## config.mk

```make
export PLATFORM = sky130hd
export DESIGN_NAME = iqdemap_multi
export DESIGN_NICKNAME = d
export VERILOG_FILES = /design/src/rtl/iqdemap_multi.sv
export SDC_FILE = /design/constraint.sdc
export NUM_CORES = 1
export LEC_CHECK = 0
export CAP_MARGIN = 20
export CORE_ASPECT_RATIO = 1.5
export CORE_UTILIZATION = 45
export DETAILED_ROUTE_END_ITERATION = 6
export PLACE_DENSITY = 0.71
export SYNTH_ARGS = -nofsm -noshare
export SYNTH_HDL_FRONTEND = slang
export SYNTH_SLANG_ARGS = --single-unit
export TNS_END_PERCENT = 50
```

## constraint.sdc

```tcl
create_clock -name CLK -period 3.95 [get_ports CLK]
set_clock_uncertainty 0.2 [all_clocks]
set_input_delay 0.5925 -clock CLK [delete_from_list [all_inputs] [get_ports CLK]]
set_output_delay 0.5925 -clock CLK [all_outputs]
set_load 0.02 [all_outputs]
```

## src/rtl/iqdemap_multi.sv

```systemverilog
// iqdemap_multi: hard-decision I/Q demapper (BPSK / QPSK / 16QAM) with
// LSB-first packing of decided bits into WORD_W-bit words.
// Optional feature: define IQDEMAP_FLUSH_EN to add flush_i, which emits a
// partially filled word (zero-padded above the fill pointer).
module iqdemap_multi #(
  parameter int IN_W   = 11,
  parameter int WORD_W = 128,
  parameter int TH16   = 256
) (
  input  logic                     CLK,
  input  logic                     RST,
  input  logic                     ce,
  input  logic [1:0]               mode,
  input  logic                     valid_i,
  input  logic signed [IN_W-1:0]   ar,
  input  logic signed [IN_W-1:0]   ai,
`ifdef IQDEMAP_FLUSH_EN
  input  logic                     flush_i,
`endif
  output logic                     valid_raw,
  output logic [3:0]               raw,
  output logic [2:0]               raw_n,
  output logic                     valid_o,
  output logic [WORD_W-1:0]        writer_data,
  output logic                     err_o
);

  localparam int              PTR_W  = $clog2(WORD_W + 1);
  localparam logic [IN_W:0]   TH_MAG = (IN_W + 1)'(TH16);

  // A word must hold a whole number of 16QAM nibbles so no symbol straddles words.
  if (WORD_W % 4 != 0) begin : g_word_w_check
    $error("iqdemap_multi: WORD_W must be a multiple of 4");
  end

  // Magnitude one bit wider than the input so the most negative code stays positive.
  function automatic logic [IN_W:0] mag(input logic signed [IN_W-1:0] x);
    logic signed [IN_W:0] xe;
    xe = IN_W'(1) == 0 ? '0 : {x[IN_W-1], x};
    return xe[IN_W] ? (IN_W + 1)'(-xe) : xe;
  endfunction

  // Strictly positive test: zero decides as 0.
  function automatic logic is_pos(input logic signed [IN_W-1:0] x);
    return !x[IN_W-1] && (x != '0);
  endfunction

  function automatic logic [3:0] decide(input logic [1:0] md,
                                        input logic signed [IN_W-1:0] xr,
                                        input logic signed [IN_W-1:0] xi);
    logic [3:0] b;
    b = {mag(xi) < TH_MAG, mag(xr) < TH_MAG, is_pos(xi), is_pos(xr)};
    case (md)
      2'd0:    return {3'b000, b[0]};
      2'd1:    return {2'b00, b[1:0]};
      default: return b;
    endcase
  endfunction

  function automatic logic [2:0] nbits(input logic [1:0] md);
    case (md)
      2'd0:    return 3'd1;
      2'd1:    return 3'd2;
      default: return 3'd4;
    endcase
  endfunction

  logic [WORD_W-1:0] word_q, word_d, writer_q, writer_d, base_word;
  logic [PTR_W-1:0]  ptr_q, ptr_d, base_ptr, sum_ptr;
  logic [1:0]        mode_q, mode_d;
  logic [3:0]        raw_q, raw_d, sym_bits;
  logic [2:0]        raw_n_q, raw_n_d, sym_n;
  logic              valid_raw_q, valid_raw_d, valid_o_q, valid_o_d, err_q, err_d;

  // Symbol acceptance, mode-change discard, packing, word completion and flush.
  always_comb begin
    word_d      = word_q;
    writer_d    = writer_q;
    ptr_d       = ptr_q;
    mode_d      = mode_q;
    raw_d       = raw_q;
    raw_n_d     = raw_n_q;
    valid_raw_d = 1'b0;
    valid_o_d   = 1'b0;
    err_d       = 1'b0;
    base_word   = word_q;
    base_ptr    = ptr_q;
    sum_ptr     = '0;
    sym_bits    = '0;
    sym_n       = '0;
    if (ce) begin
      if (valid_i) begin
        if (mode == 2'd3) begin
          err_d = 1'b1;
        end else begin
          sym_bits = decide(mode, ar, ai);
          sym_n    = nbits(mode);
          if (mode != mode_q && ptr_q != '0) begin
            base_word = '0;
            base_ptr  = '0;
          end
          sum_ptr     = base_ptr + PTR_W'(sym_n);
          word_d      = base_word | (WORD_W'(sym_bits) << base_ptr);
          ptr_d       = sum_ptr;
          raw_d       = sym_bits;
          raw_n_d     = sym_n;
          valid_raw_d = 1'b1;
          mode_d      = mode;
          if (sum_ptr == PTR_W'(WORD_W)) begin
            writer_d  = word_d;
            valid_o_d = 1'b1;
            ptr_d     = '0;
            word_d    = '0;
          end
        end
      end
`ifdef IQDEMAP_FLUSH_EN
      // Bits above the pointer are already zero, so the partial word is the padded word.
      if (flush_i && ptr_d != '0) begin
        writer_d  = word_d;
        valid_o_d = 1'b1;
        ptr_d     = '0;
        word_d    = '0;
      end
`endif
    end
  end

  // State and output registers with synchronous reset to all zeros.
  always_ff @(posedge CLK) begin
    if (RST) begin
      word_q      <= '0;
      writer_q    <= '0;
      ptr_q       <= '0;
      mode_q      <= '0;
      raw_q       <= '0;
      raw_n_q     <= '0;
      valid_raw_q <= 1'b0;
      valid_o_q   <= 1'b0;
      err_q       <= 1'b0;
    end else begin
      word_q      <= word_d;
      writer_q    <= writer_d;
      ptr_q       <= ptr_d;
      mode_q      <= mode_d;
      raw_q       <= raw_d;
      raw_n_q     <= raw_n_d;
      valid_raw_q <= valid_raw_d;
      valid_o_q   <= valid_o_d;
      err_q       <= err_d;
    end
  end

  assign valid_raw   = valid_raw_q;
  assign raw         = raw_q;
  assign raw_n       = raw_n_q;
  assign valid_o     = valid_o_q;
  assign writer_data = writer_q;
  assign err_o       = err_q;

endmodule

```

# Word-level counts from Yosys, hierarchy flattened
# Index checks and enable logic that the tools add are counted.
[classes]
add_sub_neg = 3
magnitude_cmp = 2
n_eq_ne = 4
n_shift = 1
mux = 23
n_bitwise = 4
n_reduce_logical = 13
[op_table]
columns = ["cell", "n"]
rows = [
  ["$mux 128", 5],
  ["$or 128x128->128", 1],
  ["$shl 4x8->128", 1],
  ["$mux 8", 5],
  ["$lt 12x9->1 const B", 2],
  ["$mux 12", 2],
  ["$neg 11->12", 2],
  ["$reduce_bool 11->1", 2],
  ["$mux 4", 3],
  ["$mux 3", 3],
  ["$add 8x3->8", 1],
  ["$eq 8x8->1 const B", 1],
  ["$pmux 4 s2", 1],
  ["$reduce_bool 8->1", 1],
  ["$pmux 3 s2", 1],
  ["$reduce_and 4->1", 1],
  ["$reduce_or 4->1", 1],
  ["$logic_and 1x1->1", 3],
  ["$mux 1", 3],
  ["$not 1->1", 3],
  ["$reduce_and 3->1", 1],
  ["$reduce_or 3->1", 1],
  ["$eq 2x1->1 const B", 1],
  ["$eq 2x2->1 const B", 1],
  ["other kinds (3)", 4],
]
[word_totals]
reg_bits = 276
input_bits = 28
word_cells = 59

# Longest topological paths before layout
[logic_depth]
depth_word = 10
mapped_depth = 17
ltp_nobuf = 13

# Worst setup path before layout
# OpenSTA, ideal clock, no wires.
[synth_timing]
path_type = "input to register"
startpoint = "input port mode[0]"
endpoint = "register word_q[11]"
setup_time_ns = 0.117
arrival_time_ns = 3.923
required_ns = 3.633
slack_ns = -0.289
cell_stages = 16
cell_sequence = "buf_2 xnor2_2 nand3_1 inv_1 ha_1 inv_1 fa_1 xnor2_1 or3b_2 or4_1 buf_2 o21ai_1 a21oi_1 buf_2 buf_2 a22o_1"
[synth_via]
elab_chain_len = 9
word_cells_on_any_way = 28
[synth_rtl]
columns = ["element", "line", "text"]
rows = [
  ["start, declared", "13", "input logic [1:0] mode,"],
  ["$ne 2x2->1", "98", "if (mode != mode_q && ptr_q != '0) begin"],
  ["$logic_and 1x1->1", "98", ""],
  ["$mux 8", "98", ""],
  ["$mux 8", "93", "if (mode == 2'd3) begin"],
  ["$mux 8", "92", "if (valid_i) begin"],
  ["$mux 8", "91", "if (ce) begin"],
  ["$add 8x3->8 / $shl 4x8->128 (equally long branches)", "102, 103", ""],
  ["$eq 8x8->1 / $or 128x128->128 (equally long branches)", "109, 103", ""],
  ["$mux 128", "109", "if (sum_ptr == PTR_W'(WORD_W)) begin"],
  ["end signal, assigned", "142", "word_q <= word_d;"],
  ["end, declared", "68", "logic [WORD_W-1:0] word_q, word_d, writer_q, writer_d, base_word;"],
]
# Parallel ways exist; a longest one is shown, timed or not. The select of a mux whose other input is x is not followed.
# A chain may end at the register's enable or synchronous reset.

# Worst setup path in the final report
[layout_timing]
startpoint = "input port mode[0]"
endpoint = "register word_q[127]"
# The elaborated chain is that of the path after synthesis.

==> impl_metrics.sql <==
INSERT INTO impl_metrics (metric_group, metric, value, unit) VALUES
('hold_path', 'timing.hold.worst.start', 'writer_data[90]', ''),
('synthesis', 'synth_cells', '1176', ''),
('timing', 'final-setup-viol-count', '0', ''),
('timing', 'fin_hold_ws', '249', 'ps'),
('synthesis', 'seq_area_frac_synth', '52.5', '%'),
('power', 'max_ir_drop_vdd', '0.307', 'mV'),
('clock_network', 'cts-root-to-sink-buffers', '3', ''),
('global_route', 'via_count_of_the_first_global_routing_pass', '9733', ''),
('clock_network', 'cts_setup_buffers', '0', ''),
('synthesis', 'mappedNetlistArea', '0.0105', 'mm²'),
('floorplan', 'start_util', '45.8', '%'),
('final_layout', 'layout_common_cells', 'dfxtp_1, nand2_1, clkdlybuf4s50_1, nand3_1, a21oi_1', ''),
('power', 'report.power.total', '0.00558', 'W'),
('detailed_routing', 'drt_pre_antenna_iters', '6', ''),
('global_route', 'grt_start_max_net_pins', '76', ''),
('run_status', 'status', 'completed', ''),
('worst_setup_path', 'worst_ep_required_time', '4160', 'ps'),
('detailed_routing', 'drt_iter0_markers', '1022', ''),
('clock_network', 'h-tree-depth', '1', ''),
('final_layout', 'number_of_fill_cells_in_the_layout', '1997', ''),
('detailed_routing', 'antenna_left', '0', ''),
('floorplan', 'num_io_pins', '166', ''),
('synthesis', 'synthDominantAreaCellType', 'dfxtp_1', ''),
('floorplan', 'std_cell_rows', '68', ''),
('synthesis', 'dominantRegCellSynth', 'dfxtp_1', ''),
('final_layout', 'area.growth.synth_to_final', '34.3', '%'),
('timing', 'maximum_operating_frequency', '0.264', 'GHz'),
('final_layout', 'share_of_the_core_filled_with_cells_in_the_final_layout', '61.6', '%'),
('detailed_routing', 'detail_route.drc_violations', '0', ''),
('floorplan', 'die_area', '0.0240', 'mm²'),
('power', 'leakage', '4.84', 'nW'),
('synthesis', 'synth-edff-count', '0', ''),
('synthesis', 'syn_nets', '1208', ''),
('detailed_routing', 'via_count', '9877', ''),
('timing', 'finalCriticalPeriod', '3790', 'ps'),
('floorplan', 'floorplan.die.height', '189', 'µm'),
('synthesis', 'ys_seq_elements', '276', ''),
('worst_setup_path', 'data_arrival_critical_path', '4000', 'ps'),
('global_route', 'initial_antenna_violation_count', '0', ''),
('timing', 'drv_slew', '0', ''),
('final_layout', 'insertedDiodeCount', '0', ''),
('clock_network', 'clock-root-buffer', 'clkbuf_16', ''),
('clock_network', 'worst_skew_pair.late_latency', '540', 'ps'),
('place', 'place.detailed.hpwl', '24200', 'µm'),
('synthesis', 'synth.top_cells.by_area', 'dfxtp_1, a21oi_1, nand3_1', ''),
('synthesis', 'netlist.area_leader.share', '52.5', '%'),
('timing', 'hold_viol', '0', ''),
('worst_setup_path', 'reg2reg_from', 'mode_q[0]', ''),
('detailed_routing', 'drt-total-wl', '34400', 'µm'),
('timing', 'relative_max_transition_margin', '47.3', '%'),
('power', 'power_density', '395', 'mW/mm²'),
('floorplan', 'floorplan_die_width', '127', 'µm'),
('clock_network', 'cts.sink_count', '276', ''),
('worst_setup_path', 'endpoint_kind', 'flip-flop', ''),
('timing', 'fin_crit_sh', '95.9', '%'),
('place', 'dpl.cell_count', '1644', ''),
('clock_network', 'number_of_buffers_created_by_cts', '25', ''),
('place', 'buffer_ports.inserted', '165', ''),
('final_layout', 'ff_latch_area', '0.00553', 'mm²'),
('synthesis', 'yosysUniqueCellTypes', '61', ''),
('synthesis', 'share_of_async_settable_or_async_resettable_flops_after_synthesis', '0', '%'),
('global_route', 'globalRoute.totalOverflow', '0', ''),
('global_route', 'global_route.usage.total', '28.7', '%'),
('hold_path', 'min_path_type', 'flip-flop to flip-flop', ''),
('final_layout', 'instances_no_fill', '1689', ''),
('detailed_routing', 'drt-vias-per-instance', '5.85', ''),
('final_layout', 'layout.cells.most_common', 'dfxtp_1', ''),
('run', 'maxCapViolCount', '0', ''),
('worst_setup_path', 'timing_worst_setup_path_type', 'primary input to flip-flop', ''),
('worst_setup_path', 'timing.critical_path.fanout_max', '43', ''),
('timing', 'rsz0062_at_grt', 'false', '');
what timing repair did:
item	CTS	global route
resized for setup	0	2
hold buffers	0	0
endpoints found under the setup margin	0	164
path summary, 6_finish.rpt:
check / end / slack, ps / cells past startpoint
setup / recovery: word_q[127] / 160 / 13
hold / removal: writer_data[90] / 250 / 2
setup reg to reg: word_q[127] / 320 / 12
hold reg to reg: writer_data[90] / 250 / 2
per-layer routing:
layer | up-vias | wire length [µm] | GRT usage [%] | part of all wire [%]
li1 | 4689 | - | - | -
met1 | 4763 | 13900 | 34.8 | 40
met2 | 346 | 17600 | 51.9 | 51
met3 | 79 | 1730 | 3.16 | 5.0
met4 | 0 | 1260 | 10.7 | 3.7
met5 | - | 0 | 0 | 0
power by group:
| group | total [W] | internal [W] | switching (W) |
|---|---|---|---|
| Sequential | 0.00279 | 0.00279 | 0.00000488 |
| Clock | 0.00247 | 0.00141 | 0.00106 |
| Combinational | 0.000316 | 0.000107 | 0.000209 |
| Total | 0.00558 | 0.00431 | 0.00127 |
layout make-up:
type	instances	area share [%]
Sequential cell	276	39.1
Multi-Input combinational cell	794	32.8
Timing Repair Buffer	284	19.4
Clock buffer	36	5.14
Tap cell	280	2.48
Clock inverter	9	0.779
Inverter	10	0.265
logic make-up (layout without fill, tap and decap cells):
| group | after synthesis | count (layout) | synth area share, % |
|---|---|---|---|
| buffers and inverters | 106 | 339 | 4.19 |
| AOI/OAI and AO/OA | 343 | 343 | 22.8 |
| DFF | 276 | 276 | 52.5 |
| and+or+nand+nor | 437 | 437 | 19.1 |
| muxes | 3 | 3 | 0.285 |
| xor gates and xnor gates | 7 | 7 | 0.653 |
| adders and majority gates | 4 | 4 | 0.547 |
flip-flops by register name, summed over array words and instances, names as in the netlist:
signal	count
err_o	1
mode_q	2
ptr_q	8
raw	4
raw_n	3
valid_o	1
valid_raw	1
word_q	128
writer_data	128
critical path: stages:
cell	delay [ps]
clkdlybuf4s50_1	520
xnor2_4	250
nand3_4	100
inv_2	70
ha_4	120
inv_1	60
fa_2	540
or3b_4	380
or4_4	460
o21ai_1	230
a21oi_4	130
buf_12	230
a22o_1	260
cells in the mapped netlist, types with 3 or more instances:
master,number
nand2b_1,6
o31ai_1,5
o211ai_1,3
xnor2_1,4
mux2i_1,3
and3_1,3
o2bb2ai_1,70
inv_1,10
a31oi_1,5
o21ai_0,20
nand2_1,168
dfxtp_1,276
a21oi_1,130
buf_1,7
a21o_1,3
clkbuf_1,56
a221oi_1,8
and2_1,4
nand3_1,130
ha_1,3
nor4_1,5
a32o_1,15
a22oi_1,3
o21a_1,8
nor3b_1,3
buf_2,32
a211oi_1,12
nand4_1,8
o21ai_1,5
or4_1,3
nor2_1,59
or3_1,3
nor3_1,28
a22o_1,40
nor2b_1,5
per-stage QoR:
step,cell area (µm²),setup WS (ps)
floorplan,10600,2.79
global placement,13300,-362
detailed placement,13300,-439
CTS,14100,99.1
global route,14100,3.96
finish,14100,162
No activity file was read; power rests on OpenSTA's default activity.
==> patch (same flow settings) <==
`word_q` no longer has a reset.
--- a/src/rtl/iqdemap_multi.sv
+++ b/src/rtl/iqdemap_multi.sv
@@ -129,7 +129,6 @@
   // State and output registers with synchronous reset to all zeros.
   always_ff @(posedge CLK) begin
     if (RST) begin
-      word_q      <= '0;
       writer_q    <= '0;
       ptr_q       <= '0;
       mode_q      <= '0;
@@ -139,7 +138,6 @@
       valid_o_q   <= 1'b0;
       err_q       <= 1'b0;
     end else begin
-      word_q      <= word_d;
       writer_q    <= writer_d;
       ptr_q       <= ptr_d;
       mode_q      <= mode_d;
@@ -151,6 +149,10 @@
     end
   end
 
+  always_ff @(posedge CLK) begin
+    word_q <= word_d;
+  end
+
   assign valid_raw   = valid_raw_q;
   assign raw         = raw_q;
   assign raw_n       = raw_n_q;
Behaviour: no difference found for any inputs over 4 cycles, from zero or initial values and one cycle with RST high; that may be too few to reach the edited logic, so the function may still have changed.
==> patch against the unedited design <==
Sequential share of layout area rose by 3.0 points. Setup slack got worse by 0.037 ns. Power increased by 16%. Sequential cell count stayed put. Via count is 17% higher. Synthesized cell count rose by 16%. Synthesized area increased by 17%. Non-clock buffer count rose by 3. Cell area up 14%. Routed wire length is 16% higher.
==> patch: results (changes against the unedited design) <==
worst vdd ir: 0.313 mV (+2.2%)
post-synthesis xor/xnor area fraction: 0.690% (+0.037 points)
Leakage: 0.00556 uW (+15%)
GRT Util Overall: 28.1% (-0.63 points)
clk buf depth: 3 (unchanged)
GP Congestion: 0.969 (-3.1%)
1st-iter DRT viols: 1123 (+9.9%)
layout cells sized above 1: 12.0% (-0.81 points)
Final Hold Vio Count: 0 (unchanged)
register area share after synthesis: 55.2% (+2.8 points)
Max-Slew Margin vs Limit: 43.0% (-4.3 points)
area share of fa/ha/maj cells after synthesis: 0.467% (-0.079 points)
Clk pin slew, worst setup/hold paths: 0.06 ns
Final Net Count: 1599 (+12%)
Ys Warns: 0 (unchanged)
via count: 11600 (+17%)
post-synthesis compound-gate area fraction: 19.7% (-3.1 points)
mux cell area share after synthesis: 0.274% (-0.011 points)
top cells by area, synth: edfxtp_1 (31%), dfxtp_1 (24%), a21oi_1 (9.1%)
Ant. Diodes: 0 (unchanged)
FILL cells: 2336 (+17%)
Post-synth EDFFs: 128 (+128)
global-route wire length before repair: 60.5 mm (+12%)
crit path max fanout: 12 (-72%)
worst-skew pair later-pin latency: 0.54 ns (about the same)
DP HPWL: 26.9 mm (+11%)
# port buffers: 165 (unchanged)
Area after DPL: 15100 um2 (+14%)
final wirelength: 40.0 mm (+16%)
HP Class: reg2reg
Root Driver: clkbuf_16
Top FF cell, synth: dfxtp_1
FFs w/ async S/R, synth: 0% (unchanged)
CP arrival: 4.10 ns (+0.10 ns)
largest net degree at the start of global routing: 137 (+80%)
htree depth: 1 (unchanged)
vias in the first global route: 11000 (+13%)
outcome: completed
CTS Buf Count: 26 (+4.0%)
TritonRoute pass-1 iters: 6 (unchanged)
synth unique cells: 65 (+6.6%)
most common library cells after synthesis: nand2_1 (233), a21oi_1 (224), dfxtp_1 (148)
initial antenna violation count: 0 (unchanged)
Setup WS pre-CTS: -0.479 ns (-0.0400 ns)
patch: changes by cell type in the layout (fill, tap and decap cells not counted), moves of 7 or more:
cell	delta
nor2_1	+40
nand4_1	+18
nand2_1	+66
o21ai_0	+44
a32oi_1	+21
a211oi_1	+7
nor3_1	-7
o2bb2ai_1	-70
dfxtp_1	-128
a21oi_1	+94
edfxtp_1	+128
a32o_1	-15
a22o_1	-39
nand3_1	-7
patch: final cells by class:
cell class / instances / area [um2] / area share (%)
Sequential cell: 276 / 6810 / 42.1
Multi-Input combinational cell: 962 / 5080 / 31.4
Timing Repair Buffer: 287 / 2850 / 17.6
Clock buffer: 30 / 687 / 4.25
Tap cell: 337 / 422 / 2.61
Clock inverter: 18 / 279 / 1.72
Inverter: 14 / 55.1 / 0.340
patch: kinds of logic after synthesis:
kind of cell	Yosys count
flops	276
xor+xnor	8
fa+ha+maj	4
simple gates	541
buf+inv	129
compound gates	407
mux	2
patch: worst max-delay path, stage by stage:
cell	delay, ns
clkdlybuf4s50_1	0.40
buf_4	0.16
xnor2_2	0.14
nand3_1	0.11
inv_1	0.07
ha_2	0.19
fa_2	0.37
a21o_1	0.20
a211o_1	0.30
a2111o_1	0.49
a211oi_4	0.37
buf_12	0.21
buf_12	0.12
buf_12	0.12
nand3_1	0.09
a21oi_1	0.17
patch: per-layer routing:
metal,GRT usage (%),vias up,routed length [um]
met5,0,-,0
met1,34.9,5544,15500
met4,12.8,0,1870
li1,-,5365,-
met2,48.3,558,19900
met3,3.41,116,2860
patch: through the flow:
stage / TNS (ns) / cells / power, uW
6_report: 0 / 1924 / 6470
5_1_grt: 0 / 1924 / 6640
4_1_cts: 0 / 1918 / 6490
3_5_place_dp: -87.30 / 1870 / 3680
3_3_place_gp: -76.98 / 1870 / 3670
2_1_floorplan: -1.39 / 1367 / 3470
patch: worst paths after layout:
kind | start | endpoint | slack [ns] | cells past startpoint
worst max-delay path | mode[1] | writer_data[72] | 0.13 | 16
worst min-delay path | writer_data[61] | writer_data[61] | 0.25 | 2
worst max register to register | mode_q[0] | writer_data[72] | 0.31 | 14
worst min register to register | writer_data[61] | writer_data[61] | 0.25 | 2
patch: timing repair:
item / 4_1_cts / 5_1_grt
setup endpoints to repair: 0 / 50
buffers inserted: 0 / 4
resized for setup: 0 / 6
patch: report_power, final:
part           switching, uW  internal [uW]  total (uW)
registers               38.5           3080        3120
clock network           1130           1710        2840
logic                    324            178         503
total                   1500           4970        6470
